<file path="src/rtl/esm_pkg.sv">
// Shared ESM definitions: control-message constants, the per-word config
// broadcast record and the parser state encoding.
package esm_pkg;

    localparam logic [31:0] esm_control_magic_num                 = 32'h45534D43;
    localparam logic [7:0]  esm_module_id_common                  = 8'h00;
    localparam logic [7:0]  esm_module_id_dwell_controller        = 8'h01;
    localparam logic [7:0]  esm_control_message_type_enable       = 8'h00;
    localparam logic [7:0]  esm_control_message_type_dwell_entry  = 8'h01;
    localparam logic [7:0]  esm_control_message_type_dwell_program = 8'h02;

    typedef struct packed {
        logic        valid;
        logic        first;
        logic        last;
        logic [7:0]  module_id;
        logic [7:0]  message_type;
        logic [31:0] data;
    } esm_config_data_t;

    typedef enum logic [2:0] {
        S_MAGIC   = 3'd0,
        S_SEQ     = 3'd1,
        S_HEADER  = 3'd2,
        S_PAYLOAD = 3'd3,
        S_DROP    = 3'd4
    } esm_cfg_state_e;

    // True when the header addresses the common block's enable register.
    function automatic logic is_common_enable(input logic [7:0] module_id,
                                              input logic [7:0] message_type);
        return (module_id == esm_module_id_common) &&
               (message_type == esm_control_message_type_enable);
    endfunction

endpackage

</file>
<file path="src/rtl/esm_config.sv">
// ESM control-message parser. Accepts one config word per valid beat,
// checks the magic word, latches sequence and header, then either applies
// the common enable word locally or broadcasts payload words to modules.
//
// state     | meaning
// ----------+-------------------------------------------------------------
// S_MAGIC   | expecting word0; compared against the magic number
// S_SEQ     | expecting word1; sequence number, stored but not checked
// S_HEADER  | expecting word2; module_id / message_type decode
// S_PAYLOAD | payload words until the beat carrying Axis_last
// S_DROP    | bad magic; discard words until the beat carrying Axis_last
module esm_config
    import esm_pkg::*;
#(
    parameter int AXI_DATA_WIDTH = 32
) (
    input  logic                      Clk,
    input  logic                      Rst_n,
    output logic                      Axis_ready,
    input  logic                      Axis_valid,
    input  logic                      Axis_last,
    input  logic [AXI_DATA_WIDTH-1:0] Axis_data,
    output logic                      Rst_out,
    output logic [1:0]                Enable_chan,
    output logic [1:0]                Enable_pdw,
    output esm_config_data_t          Module_config
);

    esm_cfg_state_e   state_q, state_d;
    logic [31:0]      seq_q, seq_d;
    logic [7:0]       hdr_mid_q, hdr_mid_d;
    logic [7:0]       hdr_mt_q, hdr_mt_d;
    logic             first_q, first_d;
    logic             rst_out_q, rst_out_d;
    logic [1:0]       en_chan_q, en_chan_d;
    logic [1:0]       en_pdw_q, en_pdw_d;
    esm_config_data_t cfg_q, cfg_d;

    logic [31:0] word;
    logic        accept;

    // The stream never back-pressures; ready simply follows reset release so
    // a word arriving on the first cycle out of reset is taken as a magic.
    assign Axis_ready = Rst_n;
    assign accept     = Axis_valid & Axis_ready;
    assign word       = Axis_data[31:0];

    // State register plus the per-message context (sequence, header, first flag).
    always_ff @(posedge Clk or negedge Rst_n) begin
        if (!Rst_n) begin
            state_q   <= S_MAGIC;
            seq_q     <= '0;
            hdr_mid_q <= '0;
            hdr_mt_q  <= '0;
            first_q   <= 1'b0;
        end else begin
            state_q   <= state_d;
            seq_q     <= seq_d;
            hdr_mid_q <= hdr_mid_d;
            hdr_mt_q  <= hdr_mt_d;
            first_q   <= first_d;
        end
    end

    // Next-state and context update; nothing moves unless a beat is accepted,
    // so X on idle cycles cannot leak into the parser.
    always_comb begin
        state_d   = state_q;
        seq_d     = seq_q;
        hdr_mid_d = hdr_mid_q;
        hdr_mt_d  = hdr_mt_q;
        first_d   = first_q;
        if (accept) begin
            case (state_q)
                S_MAGIC: begin
                    if (Axis_last)
                        state_d = S_MAGIC;
                    else if (word == esm_control_magic_num)
                        state_d = S_SEQ;
                    else
                        state_d = S_DROP;
                end
                S_SEQ: begin
                    seq_d   = word;
                    state_d = Axis_last ? S_MAGIC : S_HEADER;
                end
                S_HEADER: begin
                    hdr_mid_d = word[31:24];
                    hdr_mt_d  = word[23:16];
                    first_d   = 1'b1;
                    state_d   = Axis_last ? S_MAGIC : S_PAYLOAD;
                end
                S_PAYLOAD: begin
                    first_d = 1'b0;
                    state_d = Axis_last ? S_MAGIC : S_PAYLOAD;
                end
                S_DROP: begin
                    state_d = Axis_last ? S_MAGIC : S_DROP;
                end
                default: begin
                    state_d = S_MAGIC;
                end
            endcase
        end
    end

    // Output decode: the first common-enable payload word updates the local
    // enables; payload for any other module is broadcast as a one-cycle pulse.
    always_comb begin
        rst_out_d   = rst_out_q;
        en_chan_d   = en_chan_q;
        en_pdw_d    = en_pdw_q;
        cfg_d       = cfg_q;
        cfg_d.valid = 1'b0;
        if (accept && (state_q == S_PAYLOAD)) begin
            if (hdr_mid_q == esm_module_id_common) begin
                if (is_common_enable(hdr_mid_q, hdr_mt_q) && first_q) begin
                    rst_out_d = word[0];
                    en_chan_d = word[9:8];
                    en_pdw_d  = word[17:16];
                end
            end else begin
                cfg_d.valid        = 1'b1;
                cfg_d.first        = first_q;
                cfg_d.last         = Axis_last;
                cfg_d.module_id    = hdr_mid_q;
                cfg_d.message_type = hdr_mt_q;
                cfg_d.data         = word;
            end
        end
    end

    // Registered outputs; downstream blocks are held in reset until configured.
    always_ff @(posedge Clk or negedge Rst_n) begin
        if (!Rst_n) begin
            rst_out_q <= 1'b1;
            en_chan_q <= '0;
            en_pdw_q  <= '0;
            cfg_q     <= '0;
        end else begin
            rst_out_q <= rst_out_d;
            en_chan_q <= en_chan_d;
            en_pdw_q  <= en_pdw_d;
            cfg_q     <= cfg_d;
        end
    end

    assign Rst_out       = rst_out_q;
    assign Enable_chan   = en_chan_q;
    assign Enable_pdw    = en_pdw_q;
    assign Module_config = cfg_q;

endmodule

</file>
<file path="config.mk">
export PLATFORM = sky130hd
export DESIGN_NAME = esm_config
export DESIGN_NICKNAME = d
export VERILOG_FILES = /design/src/rtl/esm_pkg.sv /design/src/rtl/esm_config.sv
export SDC_FILE = /design/constraint.sdc
export NUM_CORES = 1
export LEC_CHECK = 0
export BUFFER_PORTS_ARGS = -buffer_cell sky130_fd_sc_hd__buf_2
export CAP_MARGIN = 15
export CORE_MARGIN = 1.5
export CORE_UTILIZATION = 46
export CTS_BUF_LIST = sky130_fd_sc_hd__clkbuf_16
export CTS_CLUSTER_DIAMETER = 120
export DETAILED_ROUTE_END_ITERATION = 8
export PLACE_DENSITY = 0.81
export SYNTH_ARGS = -nofsm -noshare
export SYNTH_HDL_FRONTEND = slang
export SYNTH_SLANG_ARGS = --single-unit
export TNS_END_PERCENT = 1
</file>
<file path="constraint.sdc">
create_clock -name Clk -period 1.65 [get_ports Clk]
set_input_delay 0 -clock Clk [delete_from_list [all_inputs] [get_ports Clk]]
set_output_delay 0 -clock Clk [all_outputs]
set_load 0.02 [all_outputs]
</file>
==> impl_metrics.csv <==
group,metric,value,unit
sta,clock_skew,0.00513,ns
status,failed_checks,"negative setup slack",
logic_synthesis,synth_area,3010,um2
placement,gp_congestion,0.721,
logic_synthesis,yosysMostFrequentCell,"dfrtp_1",
flow_run,maxCapViolCount,0,
routing,route.detailed.drc,0,
power_and_ir_drop,p_leak,2.46,nW
setup_path,critical_path.top_delay_family,"simple AND/OR/NAND/NOR gates",
grt,grt-ovfl-total,0,
placement,io_buffers,92,
cts,clock_latency,0.33,ns
placement,place_hpwl,4.38,mm
finish,final_cells,420,
logic_synthesis,synth_top_area_frac,0.623,
setup_path,path_buf_inv,1,
setup_path,path_cells,"nor4_2 -> nand2_1 -> nor4_4 -> buf_6 -> mux2_4",
logic_synthesis,synth_cell_types,26,
setup_path,crit_required,1.86,ns
placement,post-place-ws,-0.120,ns
routing,routed_wl,6.78,mm
setup_path,slowest_delay,0.39,ns
sta,setup_violations,39,
setup_path,path_class,"flip-flop to flip-flop",
finish,final_design_area_no_fill,4400,um2
cts,htreeDepth,3,
sta,layout_min_cycle_time,1.70,ns
grt,grt_use_total,0.211,
power_and_ir_drop,power_density,929,nW/um2
floorplan,start_util,0.474,
placement,place_inst,370,
sta,tns,-0.630,ns
cts,root_buffer,"clkbuf_16",
sta,max_freq,588,MHz
power_and_ir_drop,clkPwrFrac,0.494,
sta,slew_headroom,0.673,
cts,numClockSinks,76,
setup_path,worstSetupEndpointType,"flip-flop",
cts,cts_tree,"built",
grt,grt_pass1_wl,11.6,mm
finish,synthToLayoutAreaGrowth,45.9,%
logic_synthesis,ys.flop_type,"dfrtp_1",
cts,numCtsBuffers,9,
power_and_ir_drop,combPwrFrac,0.048,
routing,ant_nets,0,
grt,antenna_found_initial,0,
floorplan,die_w,83.9,um
power_and_ir_drop,finalPower,0.00408,W
power_and_ir_drop,switchingPower,0.000812,W
logic_synthesis,synth_edf_count,0,
sta,finalHoldViolations,0,
cts,clock_path_buffers,2,
routing,routed_via_density,5.05,
sta,rsz0062_at_grt,"true",
setup_path,worst-endpoint-arrival,1.91,ns
sta,worst_pin_slew,0.490,ns
sta,post-route-period-util,1.03,
finish,drive_above_1_share,0.595,
routing,drt_iter0_markers,74,
floorplan,die_area,7040,um2
grt,grt_max_degree,41,
routing,vias,2123,
logic_synthesis,yosys.area.top_type,"dfrtp_1",
cts,clk_pin_slew,0.06,ns
logic_synthesis,seq_area_frac_synth,0.632,
logic_synthesis,synth_nets,227,
floorplan,die_y,83.9,um
setup_path,cp-start-kind,"flip-flop",
logic_synthesis,yosysWarnings,0,
logic_synthesis,synth.area.top_cells,"dfrtp_1 (62%), mux2_2 (26%), buf_4 (1.5%), nor4_1 (1.2%), dfstp_2 (0.87%)",
logic_synthesis,syn_inst,191,
power_and_ir_drop,p_int,0.00327,W
sta,setup_slack,-0.0518,ns
setup_path,cp_max_fo,5,
power_and_ir_drop,pwr-share-seq,0.458,
power_and_ir_drop,switching_share,0.199,
status,status,"complete, but fails checks",
logic_synthesis,synth_commonest_cells,"dfrtp_1 (75), mux2_2 (70), buf_4 (6), nor4_1 (6), nor2_1 (5)",
finish,nets,375,
finish,fill_cells,436,
floorplan,top_level_ports,93,
logic_synthesis,async_flop_share,1.00,
placement,place_area,3680,um2
sta,finalMaxSlewViolations,0,
setup_path,slowest_stage,"dfrtp_1",
power_and_ir_drop,irDropWorstVdd,0.000556,V
routing,drtPass1Iterations,4,
grt,grt_pass1_vias,2317,
finish,antenna_cells,0,
floorplan,rows,29,
floorplan,core_area,6350,um2
logic_synthesis,ys_ff_latch,76,
logic_synthesis,synth.avg_cell_area,15.8,um2
min_path,worstHoldPathType,"input port to flip-flop",
routing,wire_per_inst,16.1,um
## power by group through the flow
stage	clock (W)	combinational [W]	sequential [W]
2_1_floorplan	0	0.0000238	0.00191
6_report	0.00202	0.000196	0.00187
4_1_cts	0.00205	0.000194	0.00187
3_3_place_gp	0	0.000128	0.00191
5_1_grt	0.00215	0.000217	0.00187
3_5_place_dp	0	0.000132	0.00191
## cell type report
type                    count  area [um2]  share of cell area
inverters                   3        11.3             0.00256
repair buffers            144         967               0.220
clock inverters             6        81.3              0.0185
multi-input cells         105        1110               0.253
clock buffers               9         225              0.0512
well taps                  77        96.3              0.0219
flip-flops and latches     76        1900               0.433
## per-layer routing
metal / vias to the layer above / share of wire / GRT usage
met2: 74 / 0.47 / 0.328
met4: 0 / 0.020 / 0.0939
met1: 1046 / 0.44 / 0.275
li1: 991 / - / -
met5: - / 0 / 0
met3: 12 / 0.065 / 0.0623
## flip-flops by register name, summed over array words and instances (netlist names)
name	count
Rst_out	1
first_q	1
state_q	3
Enable_chan	2
Enable_pdw	2
hdr_mt_q	8
hdr_mid_q	8
Module_config	51
## logic make-up (layout without fill, tap and decap cells)
family | Yosys count | after routing | share of synthesized area
AOI/OAI and AO/OA | 5 | 5 | 0.0125
buffers and inverters | 10 | 162 | 0.0203
DFF | 76 | 76 | 0.632
muxes | 71 | 71 | 0.265
and+or+nand+nor | 29 | 29 | 0.0706
## timing repair
action / in CTS / in global routing
resized for setup: 9 / 5
buffers inserted: 1 / 0
hold buffers: 34 / 0
pin swaps: 5 / 3
endpoints found under the setup margin: 54 / 56
endpoints found under the hold margin: 129 / 0
## tightest hold or removal path, stage by stage
cell	delay, ns
buf_2	0.13
a31oi_1	0.09
nor2_1	0.08
## through the flow
| stage | hold WS (ns) | utilization |
|---|---|---|
| floorplan | -0.296 | - |
| global placement | 0.125 | 0.579 |
| detailed placement | 0.133 | 0.579 |
| CTS | 0.00400 | 0.688 |
| global route | 0.0237 | 0.692 |
| finish | 0.0106 | 0.692 |
## path summary, 6_finish.rpt
path,depth (start not counted),slack (ns),startpoint,endpoint
min in group asynchronous,3,0.32,Rst_n,Module_config[44]
worst min register to register,1,0.50,Module_config[19],Module_config[19]
worst max register to register,5,-0.05,hdr_mid_q[1],Enable_chan[0]
worst max-delay path,5,-0.05,hdr_mid_q[1],Enable_chan[0]
worst min-delay path,3,0.01,Axis_valid,state_q[1]
max in group asynchronous,3,0.97,Rst_n,Rst_out
## placed cells by master, fill, tap and decap left out, types with 2 or more instances in the layout
master	instances
buf_2	91
dfrtp_1	75
mux2_2	62
dlygate4sd3_1	34
buf_4	16
clkbuf_16	9
mux2_4	8
nor2_1	5
inv_1	4
nor4_1	3
nor4_2	3
nand2_1	2
nand4_1	2
nand4b_1	2
clkinv_2	2
bufinv_16	2
buf_12	2
Note: power is estimated with default switching activity, not from simulation.
